File: config.mk
export PLATFORM = sky130hd
export DESIGN_NAME = alu_program_sequencer
export DESIGN_NICKNAME = d
export VERILOG_FILES = /design/src/rtl/alu_program_sequencer.sv
export SDC_FILE = /design/constraint.sdc
export NUM_CORES = 1
export LEC_CHECK = 0
export ABC_AREA = 1
export ABC_CLOCK_PERIOD_IN_PS = 1500
export CAP_MARGIN = 30
export CORE_ASPECT_RATIO = 0.7
export CORE_MARGIN = 3
export CORE_UTILIZATION = 33
export CTS_BUF_LIST = sky130_fd_sc_hd__clkbuf_8
export DETAILED_ROUTE_END_ITERATION = 6
export PLACE_DENSITY = 0.53
export SLEW_MARGIN = 10
export SYNTH_ARGS = -nofsm -noshare
export SYNTH_HDL_FRONTEND = slang
export SYNTH_SLANG_ARGS = --single-unit
export TNS_END_PERCENT = 20
File: constraint.sdc
create_clock -name clk -period 1.5 [get_ports clk]
set_input_delay 0.225 -clock clk [delete_from_list [all_inputs] [get_ports clk]]
set_output_delay 0.225 -clock clk [all_outputs]
set_load 0.03 [all_outputs]
File: src/rtl/alu_program_sequencer.sv
// Program sequencer for the ALU instruction decoder: writable program memory, PC, run/step issue.
// Optional build macro SEQ_LOOP_EN turns opcode 4'hE into a bounded loop-back marker.
module alu_program_sequencer #(
  parameter int PROG_DEPTH = 16,
  parameter int ADDR_W     = 4,
  parameter int MAX_LOOPS  = 3
) (
  input  logic              clk,
  input  logic              reset,
  input  logic              prog_we,
  input  logic [ADDR_W-1:0] prog_addr,
  input  logic [3:0]        prog_data,
  input  logic              start,
  input  logic              step_mode,
  input  logic              step,
  input  logic              halt_req,
  output logic [3:0]        instruction,
  output logic              instr_valid,
  output logic [ADDR_W-1:0] pc,
  output logic              busy,
  output logic              done,
  output logic              prog_err
);

  typedef enum logic [1:0] {IDLE, RUN, STEP, DONE} state_t;

  localparam logic [3:0]        OP_IDLE   = 4'hF;
  localparam logic [ADDR_W-1:0] LAST_ADDR = ADDR_W'(PROG_DEPTH - 1);

  state_t            state, state_nx;
  logic [3:0]        mem [PROG_DEPTH];
  logic [3:0]        fetch_op;
  logic              do_fetch;
  logic [ADDR_W-1:0] pc_nx;
  logic [3:0]        instr_nx;
  logic              valid_nx, done_nx, err_nx;

`ifdef SEQ_LOOP_EN
  localparam int LOOP_W = (MAX_LOOPS < 1) ? 1 : $clog2(MAX_LOOPS + 1);
  logic [LOOP_W-1:0] loop_cnt, loop_cnt_nx;
`endif

  assign fetch_op = mem[pc];
  assign busy     = (state == RUN) || (state == STEP);

  // NOTE: program memory has no reset branch so it maps onto plain RAM; contents are undefined until written.
  always_ff @(posedge clk) begin
    if (prog_we && state == IDLE) mem[prog_addr] <= prog_data;
  end

  // NOTE: every next-value signal is defaulted first so no path through the case leaves one unassigned (no latches).
  always_comb begin
    state_nx = state;
    pc_nx    = pc;
    instr_nx = OP_IDLE;
    valid_nx = 1'b0;
    done_nx  = 1'b0;
    err_nx   = prog_err;
    do_fetch = 1'b0;
`ifdef SEQ_LOOP_EN
    loop_cnt_nx = loop_cnt;
`endif

    unique case (state)
      IDLE: begin
        if (start) begin
          if (halt_req) begin
            err_nx = 1'b1;
          end else begin
            pc_nx    = '0;
            err_nx   = 1'b0;
            state_nx = step_mode ? STEP : RUN;
`ifdef SEQ_LOOP_EN
            loop_cnt_nx = '0;
`endif
          end
        end
      end
      RUN, STEP: begin
        if (prog_we) err_nx = 1'b1;
        if (halt_req) state_nx = IDLE;
        else          do_fetch = (state == RUN) || step;
      end
      DONE: begin
        done_nx  = 1'b1;
        state_nx = IDLE;
      end
      default: state_nx = IDLE;
    endcase

    // Halt opcode and loop marker are consumed here and never reach the decoder.
    if (do_fetch) begin
      if (fetch_op == OP_IDLE) begin
        state_nx = DONE;
      end
`ifdef SEQ_LOOP_EN
      else if (fetch_op == 4'hE) begin
        if (loop_cnt < LOOP_W'(MAX_LOOPS)) begin
          pc_nx       = '0;
          loop_cnt_nx = loop_cnt + 1'b1;
        end else begin
          state_nx = DONE;
        end
      end
`endif
      else begin
        instr_nx = fetch_op;
        valid_nx = 1'b1;
        if (pc == LAST_ADDR) state_nx = DONE;
        else                 pc_nx    = pc + 1'b1;
      end
    end
  end

  // NOTE: sequential state uses non-blocking assignments so all registers update from pre-edge values.
  always_ff @(posedge clk or posedge reset) begin
    if (reset) begin
      state       <= IDLE;
      pc          <= '0;
      instruction <= OP_IDLE;
      instr_valid <= 1'b0;
      done        <= 1'b0;
      prog_err    <= 1'b0;
`ifdef SEQ_LOOP_EN
      loop_cnt    <= '0;
`endif
    end else begin
      state       <= state_nx;
      pc          <= pc_nx;
      instruction <= instr_nx;
      instr_valid <= valid_nx;
      done        <= done_nx;
      prog_err    <= err_nx;
`ifdef SEQ_LOOP_EN
      loop_cnt    <= loop_cnt_nx;
`endif
    end
  end

endmodule

==> reports/qor.csv <==
metric;value;unit
netlist_instances;366;
grt_pass1_wl;13600;um
ys_top_cells_by_area;edfxtp_1 54%, nand2_1 14%, nand3_1 6.8%;
clock_latency;350;ps
yosysWarningCount;0;
slew_viol_final;0;
placed_cell_area;4230;um^2
hold_viol;0;
syn-cell-area;3540;um^2
path_clk_slew;70;ps
drtAntennaViolNets;0;
cp_max_fo;8;
ioPinCount;27;
syn_nets;386;
cts_num_sinks;77;
drt_iter0_drc;196;
critical_path_arrival;1940;ps
p_per_area;1650;nW/um^2
root_buffer;clkbuf_8;
rsz0062_at_grt;true;
pre_cts_slack;-237;ps
path_class;reg -> reg;
worstMarginPinSlew;496;ps
grt_usage;15.2;%
coreArea;10100;um^2
drive_gt1_share;30.9;%
start_util;35.2;%
period_share;114;%
violations;setup timing;
fin_crit;1710;ps
cts_max_level;3;
grt-ovfl-total;0;
synth_seq_cells;77;
clock_path_buffers;2;
drc;0;
fmax;585;MHz
die_x;130;um
layout_common_cells;109 x nand2_1, 64 x edfxtp_1, 49 x inv_1;
n_antenna_cell;0;
setup_viol;20;
hold_path_class;in -> async;
nets;461;
num_vias;2624;
final_common_cell;nand2_1;
drt-vias-per-instance;4.57;
antenna_found_initial;0;
worst_slack;-211;ps
synth_cell_type_count;23;
drt-total-wl;8530;um
status;finished, violations left;
area_delta_synth_final;34.7;%
routedWlPerCell;14.9;um
synth_top_area_share;54.3;%
cts_tree;built;
end_kind;flop;
grt_pass1_vias;2582;
rows;30;
maxCapViolCount;0;
critPathRequiredTime;1730;ps
avgSynthCellArea;9.67;um^2
grt_max_degree;21;
fp.dieArea;12000;um^2
timing.slew.headroom;66.9;%
cp-start-kind;flop;
dieHeight;92.7;um
synth-seq-area-share;63.6;%
hpwl;5940;um
design_area;4770;um^2
synth_largest_area_cell;edfxtp_1;
gp_congestion;0.787;
power.leakage;2.14;nW
first_pass_iters;4;
skew;7.88;ps
numCtsBuffers;9;
numPortBuffers;26;
vdd_drop_max;0.000931;V
timing repair:
item                                    4_1_cts  5_1_grt
gates cloned                                  0        2
hold buffers                                  0        0
pin swaps                                     2       19
buffers inserted                              0        3
resized for setup                            29       65
endpoints found under the setup margin       80       65
per-layer routing:
metal | up-vias | routed length (um) | GRT usage (%)
li1 | 1328 | - | -
met1 | 1240 | 4230 | 23.0
met2 | 49 | 3760 | 20.8
met3 | 7 | 463 | 4.32
met4 | 0 | 80 | 5.10
met5 | - | 0 | 0
synth_stat cells:
master	count
inv_1	53
nand3_2	1
nand3_1	48
buf_1	1
dfrtp_1	9
nor2_1	23
o21bai_1	1
o21ai_1	1
ha_1	5
buf_2	1
o211ai_1	1
xor2_1	1
buf_4	5
edfxtp_1	64
inv_4	2
nand3b_1	1
nand2_2	1
dfstp_2	4
nand2_1	129
nor2_2	1
buf_6	4
nand4_1	2
o21ai_0	8
final cells by class:
class                   count  area, um^2
repair buffers             75         684
multi-input cells         223        1230
clock buffers              11         151
clock inverters             5        73.8
flip-flops and latches     77        2250
inverters                  55         216
well taps                 128         160
fillers                   968        5290
worst paths after layout:
path                            slack (ps)        to      from  depth (start not counted)
worst max register to register        -210  state[1]     pc[0]                         14
worst min register to register         490  prog_err  prog_err                          2
min in group clk                       490  prog_err  prog_err                          2
max in group asynchronous              940     pc[0]     reset                          2
worst max-delay path                  -210  state[1]     pc[0]                         14
worst min-delay path                   190      done     reset                          2
where the power goes:
group          internal [mW]  total, mW  switching (mW)
combinational           1.48       3.53            2.06
clock                   1.02       1.74           0.718
sequential              2.50       2.59          0.0968
stage by stage:
stage | power, mW | instances | TNS [ps] | hold slack (ps) | utilization, %
finish | 7.86 | 574 | -1650 | 191 | 47.4
global route | 8.40 | 574 | -4240 | 223 | 47.4
CTS | 7.34 | 569 | -1180 | 189 | 44.8
detailed placement | 5.49 | 553 | -10480 | 478 | 42.0
global placement | 5.49 | 553 | -10110 | 465 | 42.0
floorplan | 4.49 | 366 | -736 | 99.0 | -
critical path, cell delays in order, from the launching register on:
cell	delay [ps]
dfrtp_2	430
clkinv_4	120
clkbuf_16	190
nand2_1	70
nand2_1	50
nand2_1	80
nand3_2	70
nand3_2	100
nand2_2	80
nand2_4	80
inv_2	40
nand2_4	80
nand2_2	50
nand2_2	80
nand3_2	50
kinds of logic (layout without fill, tap and decap cells):
kind of cell | count (synthesis) | count (layout) | share of synthesized area [%]
simple gates | 206 | 206 | 24.1
flops | 77 | 77 | 63.6
buf+inv | 66 | 146 | 8.55
compound gates | 11 | 11 | 1.70
fa+ha+maj | 5 | 5 | 1.77
xor+xnor | 1 | 1 | 0.247
sequential cells by signal, indices dropped and copies added, names as in the netlist:
name,cells
pc,4
state,2
prog_err,1
instruction,4
mem,64
instr_valid,1
done,1
(Power assumes the default switching activity.)
